==> config.mk <==
export PLATFORM = sky130hd
export DESIGN_NAME = uart_pkt_deframer
export DESIGN_NICKNAME = d
export VERILOG_FILES = /design/src/rtl/uart_pkt_pkg.sv /design/src/rtl/uart_pkt_deframer_fetch.sv /design/src/rtl/uart_pkt_deframer.sv
export SDC_FILE = /design/constraint.sdc
export NUM_CORES = 1
export LEC_CHECK = 0
export ABC_AREA = 0
export BUFFER_PORTS_ARGS = -buffer_cell sky130_fd_sc_hd__buf_2
export CORE_MARGIN = 1
export CORE_UTILIZATION = 40
export DETAILED_ROUTE_END_ITERATION = 10
export PLACE_DENSITY = 0.62
export REMOVE_ABC_BUFFERS = 1
export SLEW_MARGIN = 20
export SYNTH_ARGS = -nofsm -noshare
export SYNTH_HDL_FRONTEND = slang
export SYNTH_SLANG_ARGS = --single-unit
==> constraint.sdc <==
create_clock -name clk -period 4.2 [get_ports clk]
set_clock_uncertainty 0.15 [all_clocks]
set_input_delay 1.26 -clock clk [delete_from_list [all_inputs] [get_ports clk]]
set_output_delay 1.26 -clock clk [all_outputs]
set_load 0.05 [all_outputs]
==> src/rtl/uart_pkt_pkg.sv <==
// uart_pkt_pkg: shared types for the UART packet deframer.
// FSM states, frame error codes and the default start-of-frame marker.
package uart_pkt_pkg;

  typedef enum logic [2:0] {
    HUNT,
    LEN,
    PAYLOAD,
    CHK,
    REPORT
  } state_e;

  typedef enum logic [1:0] {
    ERR_NONE,
    ERR_CHK,
    ERR_LEN,
    ERR_TIMEOUT
  } err_e;

  localparam logic [7:0] SOF_DEFAULT = 8'hA5;

endpackage

==> src/rtl/uart_pkt_deframer_fetch.sv <==
// uart_byte_fetch: one-byte-at-a-time read handshake on the UART RX FIFO.
// rd_uart pulses for one cycle; the byte is presented with byte_vld next cycle.
module uart_byte_fetch
  import uart_pkt_pkg::*;
#(
  parameter int DBIT = 8
) (
  input  logic            clk,
  input  logic            rst_n,
  input  logic            req,
  input  logic            rx_empty,
  input  logic [DBIT-1:0] r_data,
  output logic            rd_uart,
  output logic            byte_vld,
  output logic [DBIT-1:0] rx_byte
);

  logic pend_q;
  logic pend_d;

  // No new read while a byte is in flight: at most one byte per 2 clk.
  assign rd_uart  = rst_n && req && !rx_empty && !pend_q;
  assign byte_vld = pend_q;
  assign rx_byte  = r_data;

  always_comb begin
    pend_d = rd_uart;
  end

  always_ff @(posedge clk) begin
    if (!rst_n) begin
      pend_q <= 1'b0;
    end else begin
      pend_q <= pend_d;
    end
  end

endmodule

==> src/rtl/uart_pkt_deframer.sv <==
// uart_pkt_deframer: parses SOF, LEN, payload[LEN], CHK from the UART RX FIFO.
// Optional inter-byte timeout is enabled by defining UART_PKT_TIMEOUT_EN.
module uart_pkt_deframer
  import uart_pkt_pkg::*;
#(
  parameter int              DBIT           = 8,
  parameter int              MAX_LEN        = 64,
  parameter logic [DBIT-1:0] SOF_BYTE       = DBIT'(SOF_DEFAULT),
  parameter int              TIMEOUT_CYCLES = 100000
) (
  input  logic            clk,
  input  logic            rst_n,
  input  logic            rx_empty,
  input  logic [DBIT-1:0] r_data,
  output logic            rd_uart,
  output logic [DBIT-1:0] m_data,
  output logic            m_valid,
  input  logic            m_ready,
  output logic            m_last,
  output logic            frame_done,
  output logic            frame_ok,
  output logic [1:0]      err_code
);

  localparam logic [DBIT-1:0] MAX_B = DBIT'(MAX_LEN);
  localparam logic [DBIT-1:0] ONE_B = DBIT'(1);

  state_e          state_q, state_d;
  err_e            err_q, err_d;
  logic [DBIT-1:0] cnt_q, cnt_d;
  logic [DBIT-1:0] chk_q, chk_d;
  logic [DBIT-1:0] data_q, data_d;
  logic            mv_q, mv_d;
  logic            fetch_req;
  logic            byte_vld;
  logic [DBIT-1:0] rx_byte;

`ifdef UART_PKT_TIMEOUT_EN
  localparam int TW = $clog2(TIMEOUT_CYCLES + 1);
  logic [TW-1:0] tmo_q, tmo_d;
`endif

  uart_byte_fetch #(
    .DBIT(DBIT)
  ) u_fetch (
    .clk     (clk),
    .rst_n   (rst_n),
    .req     (fetch_req),
    .rx_empty(rx_empty),
    .r_data  (r_data),
    .rd_uart (rd_uart),
    .byte_vld(byte_vld),
    .rx_byte (rx_byte)
  );

  assign m_data     = data_q;
  assign m_valid    = mv_q;
  assign m_last     = mv_q && (cnt_q == ONE_B);
  assign frame_done = (state_q == REPORT);
  assign frame_ok   = frame_done && (err_q == ERR_NONE);
  assign err_code   = err_q;

  always_comb begin
    state_d   = state_q;
    err_d     = err_q;
    cnt_d     = cnt_q;
    chk_d     = chk_q;
    data_d    = data_q;
    mv_d      = mv_q;
    fetch_req = 1'b0;
    unique case (state_q)
      HUNT: begin
        fetch_req = 1'b1;
        if (byte_vld && rx_byte == SOF_BYTE) begin
          state_d = LEN;
        end
      end
      LEN: begin
        fetch_req = 1'b1;
        if (byte_vld) begin
          if (rx_byte == '0 || rx_byte > MAX_B) begin
            err_d   = ERR_LEN;
            state_d = REPORT;
          end else begin
            cnt_d   = rx_byte;
            chk_d   = rx_byte;
            state_d = PAYLOAD;
          end
        end
      end
      PAYLOAD: begin
        // The checksum byte is fetched from CHK, not behind the last payload byte.
        fetch_req = !mv_q || (m_ready && cnt_q != ONE_B);
        if (mv_q && m_ready) begin
          mv_d  = 1'b0;
          cnt_d = cnt_q - ONE_B;
          if (cnt_q == ONE_B) begin
            state_d = CHK;
          end
        end
        if (byte_vld) begin
          data_d = rx_byte;
          mv_d   = 1'b1;
          chk_d  = chk_q ^ rx_byte;
        end
      end
      CHK: begin
        fetch_req = 1'b1;
        if (byte_vld) begin
          err_d   = (rx_byte == chk_q) ? ERR_NONE : ERR_CHK;
          state_d = REPORT;
        end
      end
      REPORT: begin
        state_d = HUNT;
        err_d   = ERR_NONE;
        cnt_d   = '0;
        chk_d   = '0;
        data_d  = '0;
        mv_d    = 1'b0;
      end
      default: begin
        state_d = HUNT;
      end
    endcase
`ifdef UART_PKT_TIMEOUT_EN
    tmo_d = '0;
    if ((state_q inside {LEN, PAYLOAD, CHK}) && !rd_uart) begin
      tmo_d = tmo_q;
      if (fetch_req && rx_empty && !byte_vld) begin
        tmo_d = tmo_q + 1'b1;
      end
      if (tmo_d == TW'(TIMEOUT_CYCLES)) begin
        state_d = REPORT;
        err_d   = ERR_TIMEOUT;
        mv_d    = 1'b0;
        tmo_d   = '0;
      end
    end
`endif
  end

  always_ff @(posedge clk) begin
    if (!rst_n) begin
      state_q <= HUNT;
      err_q   <= ERR_NONE;
      cnt_q   <= '0;
      chk_q   <= '0;
      data_q  <= '0;
      mv_q    <= 1'b0;
`ifdef UART_PKT_TIMEOUT_EN
      tmo_q   <= '0;
`endif
    end else begin
      state_q <= state_d;
      err_q   <= err_d;
      cnt_q   <= cnt_d;
      chk_q   <= chk_d;
      data_q  <= data_d;
      mv_q    <= mv_d;
`ifdef UART_PKT_TIMEOUT_EN
      tmo_q   <= tmo_d;
`endif
    end
  end

endmodule
==> results.md <==
- The routed layout has 2043 vias.
- The share of the Yosys chip area taken by registers is 0.3104.
- The cell count of the worst hold path is 2.
- The detailed placer's ending HPWL is 3921 µm.
- Setup violations remaining at the end of the flow were counted as 0.
- The clock transition at the register clock pins on the worst setup and hold paths after CTS is 0.07 ns.
- In the routed design, unresolved DRC markers number 0.
- The number of hold buffers added after CTS was 0.
- The most frequent cell on the critical path is sky130_fd_sc_hd__buf_2.
- The deepest clock path buffer count is 2.
- The highest cell delay on the worst timing path is 0.30 ns.
- Setup repair after global routing left no endpoint under its margin.
- The critical path depth in cells is 4.
- The number of flops mapped to enable cells by yosys is 0.
- In this run the register-to-register setup slack is 1.10 ns.
- The detail route stage leaves a number of antenna-violating nets equal to 0.
- The via density per instance is 5.956.
- The effective utilization at floorplan is 0.4205.
- The max-slew violation count is 0.
- Pin placement for this block handled 27 I/O pins.
- In the synthesized netlist, the cells that appear most often are sky130_fd_sc_hd__nand2_1 (32), sky130_fd_sc_hd__dfxtp_1 (31), sky130_fd_sc_hd__a21oi_1 (24).
- The type of origin of the critical path is an input port.
- The placeable core region is 4755 µm².
- Each instance of the synthesized netlist takes up on average 7.720 µm².
- The placed instances occupy a cell area of 2132 µm².
- The tool flagged a number of max-cap violations equal to 0.
- The number of warnings issued by yosys is 0.
- The post-CTS setup buffer count is 0.
- The number of cells on the worst reg-to-reg path is 7.
- In the final layout, the share of cells above drive strength 1 is 0.1667.
- The total congestion overflow is 0.
- The floorplan step set the die width to 72.70 µm.
- The clock period minus final worst setup slack is 3.456 ns.
- The upper clock frequency limit is 289.3 MHz.
- The pin slew with the least headroom to its limit is 0.8092 ns.
- After routing the design area is 2250 µm².
- The period utilization is 0.8229.
- The count of inserted antenna diode cells is 0.
- Traced cell by cell, the critical path runs through buf_2, nand2_1, nor4_1, buf_2.
- The overall fraction of global-route tracks in use is 0.2309.
- The cell type with the largest total area after synthesis is sky130_fd_sc_hd__dfxtp_1.
- Across all hold checks on the routed design, the worst slack comes to 0.3156 ns.
- The initial antenna violation count was 0.
- After technology mapping, the gate count stands at 259.
- The critical path data arrival time is 2.05 ns.
- The kind of critical path is input port to primary output.
- The number of global-route vias before repair is 1814.
- For this run, the leading register cell type out of synthesis is sky130_fd_sc_hd__dfxtp_1.
- The tightest min-delay check is of the register to register type.
- The later pin in the worst-skew pair is clocked with a latency of 0.30 ns.
- TritonCTS built the clock tree.
- The count of endpoints failing hold in the final timing report is 0.
- The number of different library cells used by synthesis comes to 50.
- For met1 alone, demand over resource in global routing was 0.3288.
- Summed over all layers, the routed wires come to 5777 µm.
- After synthesis, the share of flip-flops with an asynchronous set or reset is 0.
- The worst pin sits at a relative slew slack of 0.4556.
- The die outline height is 72.70 µm.
- Clock tree synthesis inserted a total of 5 buffers.
- Grouping stages by cell kind, the critical path spends the most delay in buffers and inverters.
- The worst setup path is captured at a primary output.
- After the first detailed-routing iteration, the DRC count stood at 163.
- The worst path meets setup with 0.7438 ns of slack.
- The final net count is 289.
- At the end of routability-driven placement, the weighted congestion stood at 0.8997.
- Counting flops and latches in the post-synthesis netlist gives 31.
- By area the synthesized netlist is led by sky130_fd_sc_hd__dfxtp_1 (31%), sky130_fd_sc_hd__a21oi_1 (6.0%), sky130_fd_sc_hd__nand2_1 (6.0%).
- The area share of the largest cell type after synthesis is 0.3104.
- The clock net in this run drives a total of 31 sinks.
- The buffering stage count on the worst path with inverters included is 2.
- Summing every instance area after synthesis gives 1999 µm².
- The slowest library cell on the worst path is sky130_fd_sc_hd__buf_2.
- The H-tree was split into 2 levels.
- The full die area is 5285 µm².
- For this run, global-route usage on met2 was measured as 0.3603.
- The number of cells upsized or downsized after cts is 0.
- The global-route wire length before repair is 9349 µm.
- In the global route stage, met3 resource usage came out at 0.02624.
- CTS placed an instance of sky130_fd_sc_hd__clkbuf_8 at the clock tree root.
- The flow ran to the end, and the final reports show no timing, DRC or antenna violations.
- The maximum resistive drop on vdd is 0.1331 mV.
- Of all nets on the critical path, the largest fanout is 7.
- Summed over all cells, the static leakage comes to 0.8493 nW.
- The fill cell instance count of the final layout is 492.
- The detailed-route wire length per cell is 16.84 µm.
- The relative area change from synthesis to final layout is 12.52%.
- Input and output buffers added on the ports amount to 26.
- The maximum number of pins on one net before global-route repair is 26.
- The first detailed-routing pass took 4 iterations.
- Prior to clock tree synthesis, the placed netlist has a worst setup slack of 0.5319 ns.
- The floorplan has 25 rows.
- The busiest layer in global routing is met2.
- The power density over the cells is 289.9 nW/µm².
- The cell with the most instances after synthesis is sky130_fd_sc_hd__nand2_1.
- Data on the critical path is required at its endpoint by 2.79 ns.
cells by family after synthesis:
family                     synth area share
and+or+nand+nor                      0.2779
AOI/OAI and AO/OA                    0.2572
buffers and inverters               0.07259
DFF                                  0.3104
xor gates and xnor gates            0.04381
muxes                               0.02566
adders and majority gates           0.01251
cell usage in the layout (no fill, tap or decap), types with 3 or more instances in the layout:
| master | Yosys | final |
|---|---|---|
| sky130_fd_sc_hd__a211oi_1 | 3 | 3 |
| sky130_fd_sc_hd__a21oi_1 | 24 | 24 |
| sky130_fd_sc_hd__a221oi_1 | 6 | 6 |
| sky130_fd_sc_hd__a22oi_1 | 10 | 10 |
| sky130_fd_sc_hd__a31oi_1 | 9 | 9 |
| sky130_fd_sc_hd__buf_2 | 5 | 26 |
| sky130_fd_sc_hd__buf_4 | 0 | 3 |
| sky130_fd_sc_hd__clkbuf_8 | 0 | 6 |
| sky130_fd_sc_hd__dfxtp_1 | 31 | 31 |
| sky130_fd_sc_hd__inv_1 | 10 | 10 |
| sky130_fd_sc_hd__mux2i_1 | 4 | 4 |
| sky130_fd_sc_hd__nand2_1 | 32 | 32 |
| sky130_fd_sc_hd__nand3_1 | 5 | 5 |
| sky130_fd_sc_hd__nand4_1 | 3 | 3 |
| sky130_fd_sc_hd__nor2_1 | 19 | 19 |
| sky130_fd_sc_hd__nor2b_1 | 4 | 4 |
| sky130_fd_sc_hd__nor3_1 | 6 | 6 |
| sky130_fd_sc_hd__nor4_1 | 6 | 6 |
| sky130_fd_sc_hd__o21ai_0 | 12 | 12 |
| sky130_fd_sc_hd__or4_1 | 3 | 3 |
| sky130_fd_sc_hd__or4b_1 | 7 | 7 |
| sky130_fd_sc_hd__xor2_1 | 8 | 8 |
final timing paths:
check                            from                       end
max                             rst_n                   rd_uart
min          err_code[1]$_SDFFE_PN0P_  err_code[1]$_SDFFE_PN0P_
max reg2reg   state_q[2]$_SDFFE_PN0P_     chk_q[2]$_SDFFE_PN0P_
min reg2reg  err_code[1]$_SDFFE_PN0P_  err_code[1]$_SDFFE_PN0P_
state kept, by name, indices dropped and copies added (netlist names):
register          cells
u_fetch.byte_vld      1
m_data                8
err_code              2
state_q               3
cnt_q                 8
chk_q                 8
m_valid               1
worst register-to-register path, cell delays in order (launching register included):
cell and delay [ns]:
sky130_fd_sc_hd__dfxtp_1 0.68, sky130_fd_sc_hd__inv_1 0.25, sky130_fd_sc_hd__or2_4 0.34, sky130_fd_sc_hd__inv_2 0.17
sky130_fd_sc_hd__a211oi_2 0.12, sky130_fd_sc_hd__or3_1 0.59, sky130_fd_sc_hd__or4b_1 0.56, sky130_fd_sc_hd__a31oi_1 0.15
area by class of cell:
class | instances | area (µm²) | area share
clock inverter | 2 | 35.03 | 0.01557
sequential | 31 | 620.6 | 0.2759
tap | 67 | 83.83 | 0.03726
clock buffer | 6 | 82.58 | 0.03671
inverter | 11 | 41.29 | 0.01835
multi-input combinational | 197 | 1234 | 0.5484
timing repair buffer | 29 | 152.6 | 0.06785
per-layer routing:
metal | vias up | part of all wire
met5 | - | 0
met4 | 0 | 0.015
met3 | 8 | 0.066
met2 | 83 | 0.45
met1 | 962 | 0.47
li1 | 990 | -
through the flow:
stage | std cells | power, mW | utilization | setup TNS (ns)
global route | 343 | 0.6695 | 0.4732 | 0
CTS | 343 | 0.6544 | 0.4732 | 0
global placement | 335 | 0.3410 | 0.4484 | 0
floorplan | 239 | 0.3195 | - | -0.03140
finish | 343 | 0.6523 | 0.4732 | 0
detailed placement | 335 | 0.3411 | 0.4484 | 0
power by group:
group | internal [mW] | switching [mW]
clock network | 0.192 | 0.125
logic | 0.0124 | 0.0274
registers | 0.294 | 0.00129
total | 0.499 | 0.153
Note: power is estimated with default switching activity, not from simulation.
